**src/rtl/params_noc.sv**
```systemverilog
// params_noc: shared NoC router types (port encoding and flit format).
package params_noc;
    localparam int PORT_W      = 3;
    localparam int FLIT_DATA_W = 16;

    typedef logic [PORT_W-1:0] inout_Port;

    typedef enum logic [1:0] {HEAD, BODY, TAIL, HEADTAIL} flit_type_t;

    typedef struct packed {
        flit_type_t             flit_type;
        inout_Port              dest_port;
        logic [FLIT_DATA_W-1:0] data;
    } flit_t;

    function automatic logic is_head_flit(flit_type_t t);
        return t == HEAD || t == HEADTAIL;
    endfunction

    function automatic logic is_tail_flit(flit_type_t t);
        return t == TAIL || t == HEADTAIL;
    endfunction
endpackage

```
**src/rtl/vc_fifo.sv**
```systemverilog
// vc_fifo: per-VC synchronous flit FIFO; head flit is readable combinationally.
module vc_fifo
    import params_noc::*;
#(
    parameter  int BUF_DEPTH = 4,
    localparam int PW        = $clog2(BUF_DEPTH)
) (
    input  logic          clk,
    input  logic          rst_n,
    input  logic          push,
    input  logic          pop,
    input  flit_t         din,
    output flit_t         dout,
    output logic          full,
    output logic          empty,
    output logic [PW:0]   count
);
    flit_t         mem [BUF_DEPTH];
    logic [PW-1:0] wr_ptr, rd_ptr;
    logic          wr, rd;

    assign full  = count == (PW+1)'(BUF_DEPTH);
    assign empty = count == '0;
    assign wr    = push && !full;
    assign rd    = pop && !empty;
    assign dout  = mem[rd_ptr];

    always_ff @(posedge clk or negedge rst_n) begin
        if (!rst_n) begin
            wr_ptr <= '0;
            rd_ptr <= '0;
            count  <= '0;
        end else begin
            if (wr) wr_ptr <= wr_ptr + 1'b1;
            if (rd) rd_ptr <= rd_ptr + 1'b1;
            count <= count + (PW+1)'(wr) - (PW+1)'(rd);
        end
    end

    always_ff @(posedge clk) begin
        if (wr) mem[wr_ptr] <= din;
    end
endmodule

```
**src/rtl/input_vc_unit.sv**
```systemverilog
// input_vc_unit: per-input-port VC buffers, route latch, switch requests and grant-driven dequeue.
// Defining IVC_ERROR_CHECK_EN adds a sticky protocol error flag and simulation assertions.
module input_vc_unit
    import params_noc::*;
#(
    parameter  int vc_Num    = 4,
    parameter  int BUF_DEPTH = 4,
    localparam int VC_W      = $clog2(vc_Num),
    localparam int CNT_W     = $clog2(BUF_DEPTH) + 1
) (
    input  logic              clk,
    input  logic              rst_n,
    input  logic              flit_in_valid,
    input  flit_t             flit_in,
    input  logic [VC_W-1:0]   flit_in_vc,
    output logic [vc_Num-1:0] request_o,
    output inout_Port         out_port_o [vc_Num],
    input  logic [vc_Num-1:0] grant_i,
    output logic              flit_out_valid,
    output flit_t             flit_out,
    output inout_Port         flit_out_port,
    output logic              credit_out_valid,
    output logic [VC_W-1:0]   credit_out_vc,
    output logic              error_o
);
    typedef enum logic {IDLE, ACTIVE} vc_state_t;

    vc_state_t         state_q [vc_Num];
    vc_state_t         state_d [vc_Num];
    inout_Port         port_d  [vc_Num];
    flit_t             head    [vc_Num];
    logic [CNT_W-1:0]  count   [vc_Num];
    logic [vc_Num-1:0] push, pop, full, empty, honoured, discard;
    logic [VC_W-1:0]   gsel, dsel, pop_vc;
    logic              gpop, do_pop;

    for (genvar g = 0; g < vc_Num; g++) begin : g_vc
        vc_fifo #(.BUF_DEPTH(BUF_DEPTH)) u_fifo (
            .clk   (clk),
            .rst_n (rst_n),
            .push  (push[g]),
            .pop   (pop[g]),
            .din   (flit_in),
            .dout  (head[g]),
            .full  (full[g]),
            .empty (empty[g]),
            .count (count[g])
        );
    end

    always_comb begin
        request_o = '0;
        discard   = '0;
        push      = '0;
        pop       = '0;
        gsel      = '0;
        dsel      = '0;
        for (int i = 0; i < vc_Num; i++) begin
            request_o[i] = state_q[i] == ACTIVE && count[i] != '0;
            discard[i]   = state_q[i] == IDLE && !empty[i] && !is_head_flit(head[i].flit_type);
            push[i]      = flit_in_valid && flit_in_vc == VC_W'(i) && !full[i];
        end
        honoured = grant_i & request_o;
        // One pop per cycle: lowest granted VC wins, and any grant pre-empts a discard.
        for (int i = vc_Num - 1; i >= 0; i--) begin
            if (honoured[i]) gsel = VC_W'(i);
            if (discard[i]) dsel = VC_W'(i);
        end
        gpop   = |honoured;
        do_pop = gpop || (|discard);
        pop_vc = gpop ? gsel : dsel;
        for (int i = 0; i < vc_Num; i++) begin
            pop[i]     = do_pop && pop_vc == VC_W'(i);
            state_d[i] = state_q[i];
            port_d[i]  = out_port_o[i];
            if (state_q[i] == IDLE && !empty[i] && is_head_flit(head[i].flit_type)) begin
                state_d[i] = ACTIVE;
                port_d[i]  = head[i].dest_port;
            end else if (state_q[i] == ACTIVE && pop[i] && is_tail_flit(head[i].flit_type)) begin
                state_d[i] = IDLE;
            end
        end
    end

    always_ff @(posedge clk or negedge rst_n) begin
        if (!rst_n) begin
            state_q          <= '{default: IDLE};
            out_port_o       <= '{default: '0};
            flit_out_valid   <= 1'b0;
            flit_out         <= '0;
            flit_out_port    <= '0;
            credit_out_valid <= 1'b0;
            credit_out_vc    <= '0;
        end else begin
            state_q          <= state_d;
            out_port_o       <= port_d;
            flit_out_valid   <= gpop;
            credit_out_valid <= do_pop;
            if (gpop) begin
                flit_out      <= head[gsel];
                flit_out_port <= out_port_o[gsel];
            end
            if (do_pop) credit_out_vc <= pop_vc;
        end
    end

`ifdef IVC_ERROR_CHECK_EN
    logic [vc_Num-1:0] started_q;
    logic              err_now, err_q;

    // A HEAD is only legal at the head of an ACTIVE VC before its packet's first pop.
    always_comb begin
        err_now = (flit_in_valid && full[flit_in_vc]) || ((grant_i & (grant_i - 1'b1)) != '0) ||
                  (|(grant_i & ~request_o));
        for (int i = 0; i < vc_Num; i++)
            err_now |= discard[i] || (state_q[i] == ACTIVE && started_q[i] && !empty[i] &&
                                      is_head_flit(head[i].flit_type));
    end

    always_ff @(posedge clk or negedge rst_n) begin
        if (!rst_n) begin
            started_q <= '0;
            err_q     <= 1'b0;
        end else begin
            err_q <= err_q || err_now;
            for (int i = 0; i < vc_Num; i++)
                if (state_q[i] == ACTIVE && pop[i]) started_q[i] <= !is_tail_flit(head[i].flit_type);
        end
    end

    assign error_o = err_q;

    a_no_protocol_error: assert property (@(posedge clk) disable iff (!rst_n) !err_now)
        else $error("input_vc_unit: protocol error");
`else
    assign error_o = 1'b0;
`endif
endmodule

```
**config.mk**
```make
export PLATFORM = sky130hd
export DESIGN_NAME = input_vc_unit
export DESIGN_NICKNAME = d
export VERILOG_FILES = /design/src/rtl/params_noc.sv /design/src/rtl/vc_fifo.sv /design/src/rtl/input_vc_unit.sv
export SDC_FILE = /design/constraint.sdc
export NUM_CORES = 1
export LEC_CHECK = 0
export BUFFER_PORTS_ARGS = -buffer_cell sky130_fd_sc_hd__buf_4
export CAP_MARGIN = 20
export CELL_PAD_IN_SITES_DETAIL_PLACEMENT = 1
export CELL_PAD_IN_SITES_GLOBAL_PLACEMENT = 1
export CORE_ASPECT_RATIO = 0.75
export CORE_UTILIZATION = 57
export DETAILED_ROUTE_END_ITERATION = 8
export GPL_ROUTABILITY_DRIVEN = 0
export PLACE_DENSITY_LB_ADDON = 0.1
export RECOVER_POWER = 100
export REMOVE_ABC_BUFFERS = 1
export SETUP_SLACK_MARGIN = 0.2
export SLEW_MARGIN = 10
export SYNTH_ARGS = -nofsm -noshare
export SYNTH_HDL_FRONTEND = slang
export SYNTH_SLANG_ARGS = --single-unit
```
**constraint.sdc**
```tcl
create_clock -name clk -period 5.7 [get_ports clk]
set_input_delay 0.285 -clock clk [delete_from_list [all_inputs] [get_ports clk]]
set_output_delay 0.285 -clock clk [all_outputs]
set_load 0.05 [all_outputs]
```
==> summary.md, run 1 <==
| Metric | Value |
|---|---|
| Die Ht | 149 um |
| Maximum clock rate | 215 MHz |
| Routed Antenna Nets | 0 |
| Htree depth | 2 |
| CTS tree | built |
| RSZ-0062 raised after global routing | false |
| Drt drc | 0 |
| Hold Path Stages | 3 |
| Routed Wire Length | 41400 um |
| Number of synthesized flops with an enable pin | between 300 and 400 |
| Min-Delay Endpoint | g_vc[2].u_fifo.wr_ptr[0] |
| Pwr/cell area | 555 nW/um^2 |
| Cell area after synthesis | roughly 16000 um^2 |
| Relative max-transition margin | -45.3% |
| DR iter-0 viols | 701 |
| WP buf/inv | 2 |
| Mapped Cells | around 850 |
| Slowest stage delay, CP | roughly 0.90 ns |
| R2R depth | 11 |
| Gr ovfl total | 0 |
| Post-synthesis sequential area ratio | 72.9% |
| Flop2flop setup slack | between 1 and 1.5 ns |
| Final net count | 1028 |
| Critical path capture point type | flip-flop |
| Status | complete, but fails checks |
| Max VDD drop | 0.000276 V |
| Fin crit period | roughly 4.7 ns |
| Worst setup SP type | flip-flop |
| Router iterations before antenna repair | 5 |
| CP required | 6.15 ns |
| Setup_tns | 0 ns |
| Final Max Tran Viols | 273 |
| Worst-path cell chain | o311ai_4, and3_1, o211ai_1, a21oi_1, ha_1, inv_1, ha_1, inv_1, fa_1, xnor2_1, xnor2_1 |
| Yosys cell types | 55 |
| Setup CP Type | reg2reg |
| Worst hold path class | in2reg |
| Slew @ Worst Pin | between 2 and 2.5 ns |
| Crit path DAT | 5.10 ns |
| Diode count | 0 |
| # IOs | 75 |
| Fin area | around 18000 um^2 |
| Final period utilization | 81.6% |
| I/O Buffers | 73 |
| Mapped Avg Cell Area | between 15 and 20 um^2 |
| Slowest-stage cell, CP | and3_1 |
| Core area | 28100 um^2 |
| Min-delay src | flit_in_vc[0] |
| Clock Sink Count | 408 |
| Clock transition at path regs | 0.06 ns |
| CTS max path bufs | 3 |
| Maxcap violations | 13 |
| Number of global-route vias before repair | 9327 |
| Final Hold Fails | 0 |
| Critical-path maximum fanout | 19 |
| Area delta synth->final | 13.1% |
| # setup viols final | 0 |
| YS warnings | 0 |
| Initial antenna violation count | 0 |
| CTS buffer count | 40 |
| Clock Skew | 0.0231 ns |
| FF-to-FF Start | g_vc[2].u_fifo.count[1] |
| Via/cell ratio | approximately 6.3 |
| Clock latency at the later pin of the worst-skew pair | around 0.55 ns |
| Root buffer cell | clkbuf_16 |
| Post-CTS Setup Bufs | 0 |
| Largest delay contributor family on the critical path | compound AO/OA/AOI/OAI gates |
| Die area | approximately 30000 um^2 |
| Die Width | 197 um |
| Reg2reg end | g_vc[3].u_fifo.count[2] |
| Via Count | 8695 |
| Number of synthesized register bits | 408 |
| Layout cell share with drive strength beyond 1 | 17.9% |
| Routed wire per std cell | 30.0 um |
| Top FF cell, synth | edfxtp_1 |
| Global-route wire length before repair | 61000 um |
| Pin count of the biggest net entering global routing | 73 |
| Post-synthesis async set-or-reset flop share | 17.6% |
| Failing checks | capacitance limit, slew limit |
| Initial Utilization | 58.2% |
| Row count | 53 |
| Placed instance area | roughly 17000 um^2 |
| Total track usage | between 20% and 30% |
| Leak Pwr | around 6.3 nW |
| DP HPWL | between 20000 and 30000 um |
-- where the power goes --
group | total [mW] | switching [mW] | internal (mW)
logic | 3.42 | 2.19 | 1.23
registers | 4.02 | 0.365 | 3.65
clock network | 2.79 | 1.11 | 1.69
total | 10.2 | 3.66 | 6.57
-- logic make-up after synthesis --
family | share of synthesized area (%)
AO/OA/AOI/OAI | 4.44
XOR/XNOR | 1.07
adder cells (fa/ha/maj) | 2.94
buffers and inverters | 1.93
flip-flops | 72.9
multiplexers | 13.5
other | 0.0230
AND/OR/NAND/NOR | 3.20
-- repair_timing --
| action | in CTS | in global routing |
|---|---|---|
| resized for setup | 0 | 0 |
| hold buffers | 1 | 0 |
| endpoints found under the hold margin | 38 | 0 |
-- cells in the mapped netlist (8+ instances only) --
cell | count | area, um^2
ha_1 | 32 | 400
a21oi_1 | 19 | 95.1
inv_1 | 36 | 135
buf_2 | 12 | 60.1
mux4_2 | 84 | 1890
and2_1 | 17 | 106
a211oi_1 | 8 | 60.1
o21ai_0 | 14 | 70.1
mux2i_1 | 19 | 190
clkbuf_1 | 14 | 52.6
dfrtp_1 | 72 | 1800
xnor2_1 | 16 | 140
mux2_2 | 11 | 124
o22ai_1 | 13 | 81.3
edfxtp_1 | 336 | 10100
nor3_1 | 8 | 40.0
nor2_1 | 40 | 150
nand2_1 | 15 | 56.3
a221oi_1 | 14 | 123
-- cells in the final DEF, fill, tap and decap left out, types with 4 or more instances in the layout --
master     instances
edfxtp_1         336
clkbuf_1          95
mux4_2            84
dfrtp_1           72
clkbuf_16         41
nor2_1            40
inv_1             36
ha_1              32
a21oi_1           21
buf_4             21
mux2i_1           19
and2_0            17
xnor2_1           16
nand2_1           15
o21ai_0           14
a221oi_1          14
o22ai_1           13
mux2_2            11
a211oi_1          10
nor3_1             8
bufinv_16          7
nand3_1            5
clkinv_1           5
xor2_1             4
fa_1               4
-- routing by layer --
metal	routed length [um]	vias up	track usage, %
li1	-	3611	-
met1	17000	4618	41.3
met2	20200	388	47.6
met3	3270	78	5.96
met4	920	0	8.80
met5	0	-	0
-- through the flow --
step / utilization, % / std cells / setup slack (ns) / hold WS [ns] / total power [mW]
floorplan: - / 814 / 1.51 / -0.0106 / 6.36
global placement: 61.9 / 1299 / 1.69 / 0.504 / 7.43
detailed placement: 62.1 / 1303 / 1.52 / 0.510 / 7.63
CTS: 67.1 / 1378 / 1.33 / 0.0244 / 10.5
global route: 65.8 / 1379 / 0.886 / 0.241 / 10.6
finish: 65.8 / 1379 / 1.05 / 0.225 / 10.2
-- final cells by class --
| class | instances | area, um^2 |
|---|---|---|
| Clock buffer | 56 | 1110 |
| Clock inverter | 18 | 273 |
| Fill cell | 2388 | 9600 |
| Inverter | 36 | 135 |
| Multi-Input combinational cell | 370 | 4050 |
| Sequential cell | 408 | 11900 |
| Tap cell | 385 | 482 |
| Timing Repair Buffer | 106 | 507 |
-- registers in the layout, summed over array words and instances, names as in the netlist --
name                flops
g_vc.u_fifo.rd_ptr      8
g_vc.u_fifo.count      12
g_vc.u_fifo.mem       336
credit_out_vc           2
flit_out_port           3
out_port_o             12
flit_out               21
flit_out_valid          1
credit_out_valid        1
state_q                 4
g_vc.u_fifo.wr_ptr      8
-- worst max-delay path by stage --
| stage | start | depth (start not counted) | slack (ns) | endpoint |
|---|---|---|---|---|
| final | g_vc[2].u_fifo.count[1] | 11 | 1.05 | g_vc[3].u_fifo.count[2] |
| after global routing | g_vc[2].u_fifo.count[1] | 11 | 0.89 | g_vc[3].u_fifo.count[2] |
| after CTS | g_vc[2].u_fifo.count[1] | 11 | 1.33 | g_vc[3].u_fifo.count[2] |
| after detailed placement | g_vc[2].u_fifo.count[1] | 12 | 1.52 | g_vc[2].u_fifo.count[2] |
| after global placement | g_vc[3].u_fifo.rd_ptr[0] | 14 | 1.69 | g_vc[2].u_fifo.count[2] |
| after floorplan | g_vc[3].u_fifo.rd_ptr[0] | 14 | 1.51 | g_vc[2].u_fifo.count[2] |
-- tightest hold or removal path, cell delays in order --
cell      delay [ns]
buf_4           0.13
a211oi_1        0.14
xnor2_1         0.16
Power figures use the tool's default switching activity.
==> run 2, diff against run 1 <==
Settings changed: CORE_UTILIZATION 57 to 48.
Clock period 5.7 ns to 4.2 ns, I/O delays scaled along.
==> run 2 against run 1 <==
The flow still finishes with violations (capacitance limit, slew limit). Combinational power increased by 37%. Register-to-register slack got worse by 0.72 ns. Total power increased by 32%. Count of clock-buffer cells in the layout increased by 4. Via count down 2.4%. Critical path type unchanged. Highest routed layer unchanged.
==> summary.md, run 2 (synthesis gave the netlist of run 1 again) <==
| Metric | Value |
|---|---|
| Status | complete, but fails checks |
| Failing checks | capacitance limit, slew limit |
| Router iterations before antenna repair | 5 |
| Die area | 34700 um^2 |
| CP Launch Point | g_vc[3].u_fifo.rd_ptr[0] |
| Regs by FF count | g_vc.u_fifo.mem: 336 flops, flit_out: 21 flops |
| Placed instance area | 17600 um^2 |
| Power, Total | 13.5 mW |
| DP HPWL | 24000 um |
| Die Width | 215 um |
| Setup_tns | 0 ns |
| Maximum clock rate | ~260 MHz |
| Critical-path maximum fanout | 4 |
| Via Count | 8490 |
| Number of global-route vias before repair | around 9100 |
| Commonest non-fill, non-tap cells in the layout | 336 x edfxtp_1, 95 x clkbuf_1, 84 x mux4_2 |
| Global-route wire length before repair | 58000 um |
| Clock latency at the later pin of the worst-skew pair | 0.53 ns |
| Reg2reg end | g_vc[3].u_fifo.count[2] |
| CTS max path bufs | 3 |
| Max VDD drop | 0.000431 V |
| Post-cts repair resize count | 0 |
| Leak Pwr | 6.40 nW |
| RSZ-0062 raised after global routing | false |
| Fin crit period | 3.87 ns |
| Slowest-stage cell, CP | mux4_2 |
| Largest register FFs | 336 |
| Worst setup SP type | flip-flop |
| Most common cell after layout, fill and taps aside | edfxtp_1 |
| Slowest stage delay, CP | 0.58 ns |
| Worst-path cell chain | mux4_2, ha_1, or2_2, a2bb2oi_1, o31a_1, a21oi_1, ha_1, inv_1, ha_1, inv_1, fa_1, xnor2_1, xnor2_1 |
| Core area | 33500 um^2 |
| Htree depth | 2 |
| Final net count | 1057 |
| Cell Count, Final, Fillers Out | 1471 |
| Die Ht | 162 um |
| Final WS setup | 0.326 ns |
| Final Hold Fails | 0 |
| Worst hold path class | in2reg |
| Maxcap violations | 15 |
| Layout cell share with drive strength beyond 1 | 18.4% |
| Initial antenna violation count | 1 |
| Flop2flop setup slack | 0.33 ns |
| CP required | 4.64 ns |
| # setup viols final | 0 |
| Critical path capture point type | flip-flop |
| Via/cell ratio | 5.77 |
| Slew @ Worst Pin | 2.21 ns |
| Pin count of the biggest net entering global routing | 73 |
| # IOs | 75 |
| Final Max Tran Viols | 350 |
| R2R depth | 13 |
| Routed wire per std cell | 26.5 um |
| Total track usage | 23.1% |
| Gr ovfl total | 0 |
| Pwr/cell area | 725 nW/um^2 |
| CTS buffer count | 40 |
| DR iter-0 viols | between 800 and 900 |
| Last element of the critical path | g_vc[3].u_fifo.count[2] |
| Fin area | 18700 um^2 |
| Root buffer cell | clkbuf_16 |
| Diode count | 0 |
| Final core occ | 55.7% |
| FF-to-FF Start | g_vc[3].u_fifo.rd_ptr[0] |
| Multi-input gate area | 4070 um^2 |
| Initial Utilization | 48.7% |
| Setup CP Type | reg2reg |
| Clock Skew | 0.0134 ns |
| Routed Antenna Nets | 0 |
| Crit path top cell by count | ha_1 |
| Relative max-transition margin | -47.2% |
| Crit path DAT | 4.32 ns |
| Row count | 58 |
| Largest reg by FF count | g_vc.u_fifo.mem |
| Final Hold Slack | between 0.15 and 0.2 ns |
| Register Area | 11900 um^2 |
| Fillers | 3053 |
| Clock transition at path regs | 0.07 ns |
| CTS tree | built |
| Routed Wire Length | 39000 um |
| Final period utilization | between 90 and 100% |
| Dpl cells | 1376 |
| Area delta synth->final | 14.5% |
| Clock Sink Count | 408 |
| Drt drc | 0 |
| Worst slack, placed | 0.427 ns |
| I/O Buffers | 73 |
==> run 2: cell types whose count changed in the layout (fill, tap and decap cells not counted), sizes merged <==
cell         change
buf              +6
bufinv           -5
clkbuf           +7
clkinv           -1
clkinvlp         +2
dlygate4sd3     +20
inv              -2
==> run 2: power by group <==
part	internal [mW]	switching, mW	total (mW)
clock	2.02	1.47	3.49
sequential	4.96	0.410	5.37
combinational	1.73	2.96	4.69
==> run 2: repair_timing <==
action / 4_1_cts / 5_1_grt
hold endpoints to repair: 381 / 0
hold buffers: 21 / 0
setup buffers: 0 / 0
==> run 2: worst max-delay path: cells and delay by family, from the launching register on <==
kind	cells	cell delay (ns)
and+or+nand+nor	1	0.30
AOI/OAI and AO/OA	3	0.87
muxes	1	0.58
buffers and inverters	2	0.12
DFF	1	0.43
xor gates and xnor gates	2	0.34
adders and majority gates	4	1.15
==> run 2: cell type report <==
class	instances	area share, %
Multi-Input combinational cell	370	21.8
Timing Repair Buffer	135	4.02
Clock buffer	60	6.15
Sequential cell	408	63.7
Inverter	36	0.723
Clock inverter	12	0.616
Tap cell	450	3.01
==> run 2: per-layer routing <==
layer	wire length, um	vias to the layer above	track usage, %
li1	-	3671	-
met1	17700	4534	33.5
met2	18700	236	37.6
met3	1990	49	3.07
met4	655	0	5.45
met5	0	-	0
==> run 2: worst min-delay path by stage <==
stage	from	endpoint	cells after the start	slack, ns
after floorplan	rst_n	credit_out_valid	0	-0.09
after global placement	rst_n	g_vc[0].u_fifo.count[0]	1	0.45
after detailed placement	rst_n	g_vc[0].u_fifo.count[2]	1	0.48
after CTS	flit_in[19]	g_vc[3].u_fifo.mem[2][19]	1	0.006
after global routing	flit_in_vc[1]	g_vc[0].u_fifo.wr_ptr[0]	3	0.19
final	flit_in_vc[1]	g_vc[0].u_fifo.wr_ptr[0]	3	0.17
